[config.mk]
export PLATFORM = sky130hd
export DESIGN_NAME = uart_cmd_rcv
export DESIGN_NICKNAME = d
export VERILOG_FILES = /design/src/rtl/uart_cmd_rcv.sv
export SDC_FILE = /design/constraint.sdc
export NUM_CORES = 1
export LEC_CHECK = 0
export ABC_AREA = 1
export CORE_UTILIZATION = 45
export CTS_BUF_LIST = sky130_fd_sc_hd__clkbuf_4 sky130_fd_sc_hd__clkbuf_8
export DETAILED_ROUTE_END_ITERATION = 6
export PLACE_DENSITY_LB_ADDON = 0.3
export SYNTH_ARGS = -nofsm -noshare
export SYNTH_HDL_FRONTEND = slang
export SYNTH_SLANG_ARGS = --single-unit
[constraint.sdc]
create_clock -name clk -period 3.1 [get_ports clk]
set_clock_uncertainty 0.2 [all_clocks]
set_input_delay 0.465 -clock clk [delete_from_list [all_inputs] [get_ports clk]]
set_output_delay 0.465 -clock clk [all_outputs]
set_load 0.02 [all_outputs]
[src/rtl/uart_cmd_rcv.sv]
// uart_cmd_rcv: 8N1 UART receiver that assembles 3-byte command packets.
//
// A packet is {cmd, data[15:8], data[7:0]}, sent as three back-to-back bytes.
// The outputs update only when the third byte is received with a good stop bit.
// A partial packet is discarded after TMO_CLKS idle clocks.
//
// Ports:
//   clk          system clock, rising edge
//   rst          synchronous active-high reset
//   RX           asynchronous serial input, idle high, LSB first
//   clr_cmd_rdy  consumer acknowledge, clears cmd_rdy (a simultaneous set wins)
//   cmd          opcode of the last complete packet
//   data         payload of the last complete packet
//   cmd_rdy      a complete packet is held on cmd/data
//   frm_err      one-cycle pulse when a stop bit is sampled low
module uart_cmd_rcv #(
    parameter int unsigned BAUD_DIV = 2604,
    parameter int unsigned TMO_CLKS = 262144
) (
    input  logic        clk,
    input  logic        rst,
    input  logic        RX,
    input  logic        clr_cmd_rdy,
    output logic [7:0]  cmd,
    output logic [15:0] data,
    output logic        cmd_rdy,
    output logic        frm_err
);

    localparam logic [15:0] BaudFull = 16'(BAUD_DIV);
    localparam logic [15:0] BaudHalf = 16'(BAUD_DIV / 2);
    localparam int unsigned TmoW     = $clog2(TMO_CLKS + 1);
    localparam logic [TmoW-1:0] TmoLast = TmoW'(TMO_CLKS - 1);

    typedef enum logic [1:0] {StIdle, StStart, StData, StStop} state_e;

    state_e          state;
    logic            rx_meta;
    logic            rx_s;
    logic            rx_prev;
    logic [15:0]     baud_cnt;
    logic [2:0]      bit_cnt;
    logic [7:0]      shift;
    logic [1:0]      byte_idx;
    logic [7:0]      cmd_sh;
    logic [7:0]      data_hi_sh;
    logic [TmoW-1:0] idle_cnt;

    logic baud_exp;
    logic start_det;
    logic byte_vld;

    always_comb begin
        // Loading N makes the counter expire N clocks later.
        baud_exp  = (baud_cnt == 16'd1);
        start_det = rx_prev && !rx_s;
        byte_vld  = (state == StStop) && baud_exp && rx_s;
    end

    always_ff @(posedge clk) begin
        if (rst) begin
            state      <= StIdle;
            rx_meta    <= 1'b1;
            rx_s       <= 1'b1;
            rx_prev    <= 1'b1;
            baud_cnt   <= '0;
            bit_cnt    <= '0;
            shift      <= '0;
            byte_idx   <= '0;
            cmd_sh     <= '0;
            data_hi_sh <= '0;
            idle_cnt   <= '0;
            cmd        <= 8'h00;
            data       <= 16'h0000;
            cmd_rdy    <= 1'b0;
            frm_err    <= 1'b0;
        end else begin
            rx_meta <= RX;
            rx_s    <= rx_meta;
            rx_prev <= rx_s;
            frm_err <= 1'b0;

            // Clear first; a packet completing in this same cycle overrides it below.
            if (clr_cmd_rdy) begin
                cmd_rdy <= 1'b0;
            end

            case (state)
                StIdle: begin
                    // rx_prev must be high, so a held-low line (break) never restarts.
                    if (start_det) begin
                        state    <= StStart;
                        baud_cnt <= BaudHalf;
                        idle_cnt <= '0;
                    end else if (byte_idx != 2'd0) begin
                        if (idle_cnt == TmoLast) begin
                            byte_idx <= '0;
                            idle_cnt <= '0;
                        end else begin
                            idle_cnt <= idle_cnt + 1'b1;
                        end
                    end else begin
                        idle_cnt <= '0;
                    end
                end

                StStart: begin
                    if (baud_exp) begin
                        if (!rx_s) begin
                            state    <= StData;
                            baud_cnt <= BaudFull;
                            bit_cnt  <= '0;
                        end else begin
                            // Line went high again before mid-start: glitch.
                            state <= StIdle;
                        end
                    end else begin
                        baud_cnt <= baud_cnt - 16'd1;
                    end
                end

                StData: begin
                    if (baud_exp) begin
                        shift    <= {rx_s, shift[7:1]};
                        baud_cnt <= BaudFull;
                        bit_cnt  <= bit_cnt + 3'd1;
                        if (bit_cnt == 3'd7) begin
                            state <= StStop;
                        end
                    end else begin
                        baud_cnt <= baud_cnt - 16'd1;
                    end
                end

                StStop: begin
                    if (baud_exp) begin
                        state    <= StIdle;
                        baud_cnt <= BaudFull;
                        if (byte_vld) begin
                            case (byte_idx)
                                2'd0: begin
                                    cmd_sh   <= shift;
                                    byte_idx <= 2'd1;
                                end
                                2'd1: begin
                                    data_hi_sh <= shift;
                                    byte_idx   <= 2'd2;
                                end
                                default: begin
                                    // All 24 output bits change together.
                                    cmd      <= cmd_sh;
                                    data     <= {data_hi_sh, shift};
                                    cmd_rdy  <= 1'b1;
                                    byte_idx <= 2'd0;
                                end
                            endcase
                        end else begin
                            frm_err  <= 1'b1;
                            byte_idx <= 2'd0;
                        end
                    end else begin
                        baud_cnt <= baud_cnt - 16'd1;
                    end
                end

                default: state <= StIdle;
            endcase
        end
    end

endmodule

Word-level counts from Yosys, hierarchy flattened
Cells that the tools add are included.
Widths: inputs -> output; s select.
Word-level totals
  register bits: 95
  input port bits: 4
  output and inout port bits: 26
  logic and storage cells: 90
Cells by class
  add/sub/neg operators: 3
  equality and inequality tests: 17
  mux-type cells: 32
  bitwise operators: 3
  reductions and logical operators: 20
Operators by type and width (number)
  $mux 16: 4
  $mux 19: 3
  $pmux 16 s3: 1
  $mux 2: 11
  $add 19x1->19 const B: 1
  $eq 19x18->1 const B: 1
  $ne 2x2->1 const B: 9
  $eq 16x1->1 const B: 1
  $reduce_and 4->1: 4
  $sub 16x1->16 const B: 1
  $reduce_and 5->1: 2
  $mux 3: 3
  $pmux 2 s2: 2
  $pmux 2 s4: 1
  $mux 1: 6
  $pmux 3 s2: 1
  $reduce_bool 2->1: 3
  $eq 2x1->1 const B: 2
  $eq 2x2->1 const B: 2
  $logic_not 2->1: 2
  $reduce_and 2->1: 2
  $reduce_or 2->1: 2
  $add 3x1->3 const B: 1
  $eq 3x3->1 const B: 1
  other kinds (5): 9

Longest topological paths before layout
  depth in word-level cells: 6
  depth in mapped cells: 10
  mapped depth without buffers: 10

Worst setup path before layout
No wires, ideal clock.
  kind: reg-to-reg
  start: register idle_cnt[1]
  end: register idle_cnt[9]
  library setup time: 0.132 ns
  arrival time: 1.431 ns
  required time: 2.768 ns
  path slack: 1.337 ns
  cell stages (with the launch flop): 10
  path buffers: 1
  period minus slack after synthesis: 1.763 ns
  path through: dfxtp_1 > ha_1 > nand2_1 > nor2_1 > nand2_1 > nor2_2 > nand3_1 > buf_2 > nand3_1 > a21oi_1
On the way
  longest elaborated chain between the ends: 4
  elaborated cells on any way between the ends: 5
  those cells by class: add/sub: 1; eq/ne: 1; mux: 3
Ends and longest elaborated chain
  start: declaration: RTL line 47  | logic [TmoW-1:0] idle_cnt;
  start signal: assignment: RTL line 100  | idle_cnt <= idle_cnt + 1'b1;
  $add 19x1->19 / $eq 19x18->1 (equally long branches): RTL line 100, 96
  $mux 19 (*): RTL line 96  | if (idle_cnt == TmoLast) begin
  $mux 19 (*): RTL line 95  | end else if (byte_idx != 2'd0) begin
  $mux 19 (*): RTL line 91  | if (start_det) begin
Every way passes the cells marked *; elsewhere a longest branch is shown, timed or not.
A chain may end at the register's enable or synchronous reset.

Worst setup path after layout
  start: register idle_cnt[1]
  end: register idle_cnt[17]
Same word-level chain as after synthesis.

==> results_dict.tcl <==
set metrics [dict create \
    worstHoldStart "rx_meta$_SDFF_PP1_" \
    ys_seq_elements 95 \
    port_buffers 29 \
    grtUsageTotal_pct 21.0 \
    gr-usage-met2_pct 34.0 \
    slew_headroom_pct 49.0 \
    wl_per_cell_um 13.1 \
    end_kind "flop" \
    synthesis.instances 626 \
    max-vdd-ir-drop_mv 0.230 \
    p_per_area_nw_per_um2 459 \
    whs_endpoint "rx_s$_SDFF_PP1_" \
    use_met1_pct 28.6 \
    cp_max_fo 16 \
    die_w_um 102 \
    fillerInstances 999 \
    die_area_um2 10400 \
    cts_buffer_depth 2 \
    rr_worst_depth 10 \
    dp_hpwl_um 6870 \
    wl_um 10200 \
    yosys_warnings 0 \
    min_period_ns 2.34 \
    clock-sinks 95 \
    ctsHoldBuffers 0 \
    antenna_found_initial 0 \
    ys_seq_area_share_pct 42.3 \
    area_growth_pct 11.2 \
    synth.top_cell.area_share_pct 42.3 \
    r2r-start "idle_cnt[1]$_SDFFE_PP0P_" \
    post-route-period-util_pct 75.3 \
    finalMaxSlewViolations 0 \
    core-area_um2 9730 \
    fmax_mhz 428 \
    multi_input_area_um2 2240 \
    async_flop_share_pct 0 \
    grt_max_degree 72 \
    rsz0062_at_grt "no" \
    io_pins 30 \
    holdCritPathClass "reg2reg" \
    num_rows 36 \
    cp.arrival_ns 2.36 \
    synth_cell_types 33 \
    holdWs_ns 0.222 \
    max_slew.worst_pin.slew_ns 0.764 \
    drt_pass1_iterations 4 \
    num_vias 4113 \
    nNetsFinal 649 \
    start_util_pct 46.2 \
    diodes 0 \
    syn-num-nets 635 \
    syn_avg_cell_area_um2 7.18 \
    critPathKind "reg2reg" \
    clk_pin_slew_worst_paths_ns 0.10 \
    overflow 0 \
    routabilityCongestion 0.896 \
    vias_per_cell 5.29 \
    maxCapViolations 0 \
    setup_viol 0 \
    use_met3_pct 3.97 \
    cts_tree "done" \
    die_h_um 102 \
    top_usage_layer "met2" \
    synth_edf_count 0 \
    regToRegEndpoint "idle_cnt[17]$_SDFFE_PP0P_" \
    holdPathStages 1 \
    drc 0 \
    status "finished, final reports clean" \
    insertion_delay_ns 0.36 \
    fin_tns_setup_ns 0 \
    synth.area.top_cells "dfxtp_1 42%, nand2_1 13%, a21oi_1 9.6%" \
    drive_above_1_share_pct 7.13 \
    regArea_um2 1900 \
    hold_violations 0 \
    cts-root-buf "clkbuf_8" \
    cts_buffers 9 \
    htree_levels 3 \
    rrSetupSlack_ns 0.76 \
    power.leakage_nw 1.75 \
    cts_resized 0 \
    cts_setup_buffers 0 \
    ys.flop_type "dfxtp_1" \
    start_kind "flop" \
    post-synth-top-area-cell "dfxtp_1" \
    synthesis.area_um2 4490 \
    drtAntennaViolNets 0 \
    grt_first_pass_wirelength_um 17500 \
    drtIter0Drc 174 \
    required_ns 3.12 \
    grt_pass1_vias 3771 \
]
## flip-flops by register name, summed over array words and instances, names as in the netlist, 3 cells and up, named ones only
name        count
baud_cnt       16
bit_cnt         3
data_hi_sh      8
data           16
shift           8
cmd             8
cmd_sh          8
idle_cnt       19
## logic make-up (layout without fill, tap and decap cells)
group,Yosys count,count (layout),share of synthesized area [%]
buf+inv,78,97,7.71
simple gates,318,318,33.0
xor+xnor,6,6,1.17
fa+ha+maj,5,5,1.39
flops,95,95,42.3
compound gates,124,124,14.4
## worst max-delay path, cell delays in order (launching register included)
cell and delay [ns]:
dfxtp_1 0.36, ha_1 0.19, nand2_1 0.08, nor2_1 0.17, nand2_1 0.12, nor2_2 0.13, nand3_1 0.47, nand2_1 0.28
nor2_1 0.07, nor2_1 0.08, nor2_1 0.04
## worst max path at each step
stage / start / endpoint / slack (ns) / cells after the start
after floorplan: idle_cnt[1]$_SDFFE_PP0P_ / idle_cnt[9]$_SDFFE_PP0P_ / 1.34 / 9
after global placement: idle_cnt[1]$_SDFFE_PP0P_ / idle_cnt[17]$_SDFFE_PP0P_ / 0.84 / 10
after detailed placement: idle_cnt[1]$_SDFFE_PP0P_ / idle_cnt[17]$_SDFFE_PP0P_ / 0.79 / 10
after CTS: idle_cnt[1]$_SDFFE_PP0P_ / idle_cnt[17]$_SDFFE_PP0P_ / 0.77 / 10
after global routing: idle_cnt[1]$_SDFFE_PP0P_ / idle_cnt[17]$_SDFFE_PP0P_ / 0.50 / 10
final: idle_cnt[1]$_SDFFE_PP0P_ / idle_cnt[17]$_SDFFE_PP0P_ / 0.76 / 10
## metal layers
| metal | wire length, um | share of wire (%) | vias up |
|---|---|---|---|
| met1 | 5020 | 49 | 1895 |
| met3 | 349 | 3.4 | 12 |
| met5 | 0 | 0 | - |
| met2 | 4720 | 46 | 67 |
| met4 | 129 | 1.3 | 0 |
| li1 | - | - | 2139 |
## power by group
group	total (mW)	internal [mW]	switching, mW	leakage, nW
sequential	1.26	1.24	0.0186	0.767
combinational	0.255	0.0816	0.174	0.894
clock	0.784	0.314	0.470	0.0888
## cell type report
cell class | instances | share of cell area, %
clock buffer | 10 | 2.63
clock inverter | 6 | 1.05
inverter | 47 | 3.53
multi-input combinational | 453 | 44.9
sequential | 95 | 38.1
tap | 133 | 3.33
timing repair buffer | 34 | 6.46
## metrics by stage
stage / worst slack [ns] / std cells / utilization (%) / total power, mW / area [um^2]
after floorplan: 1.34 / 626 / - / 1.48 / 4490
after global placement: 0.843 / 762 / 49.5 / 1.53 / 4810
after detailed placement: 0.793 / 762 / 49.5 / 1.54 / 4810
after CTS: 0.770 / 778 / 51.4 / 2.31 / 5000
after global routing: 0.499 / 778 / 51.4 / 2.40 / 5000
final: 0.765 / 778 / 51.4 / 2.30 / 5000
## cell usage in the layout (no fill, tap or decap), types with 5 or more instances in the layout
master / Yosys / routed
nand2_1: 151 / 151
dfxtp_1: 95 / 95
a21oi_1: 86 / 86
nand4_1: 54 / 54
nor2_1: 52 / 52
inv_1: 46 / 46
nand3_1: 35 / 35
o21ai_0: 28 / 28
clkdlybuf4s50_1: 0 / 28
nor2_2: 9 / 9
clkbuf_8: 0 / 9
or2_2: 5 / 5
ha_1: 5 / 5
buf_4: 1 / 5
## cells in the mapped netlist, types with 2 or more instances
library cell  count
a21oi_1          86
dfxtp_1          95
a211oi_1          2
or2_2             5
nor2_2            9
ha_1              5
o211ai_1          3
clkbuf_1         20
nor2_4            2
inv_1            46
xor2_1            2
nand3_1          35
nand4_1          54
nand2_1         151
buf_6             6
o21ai_0          28
nor3_1            2
nand3_2           2
nor2_1           52
nand2_2           2
buf_2             4
xnor2_1           4
Power figures use the tool's default switching activity.
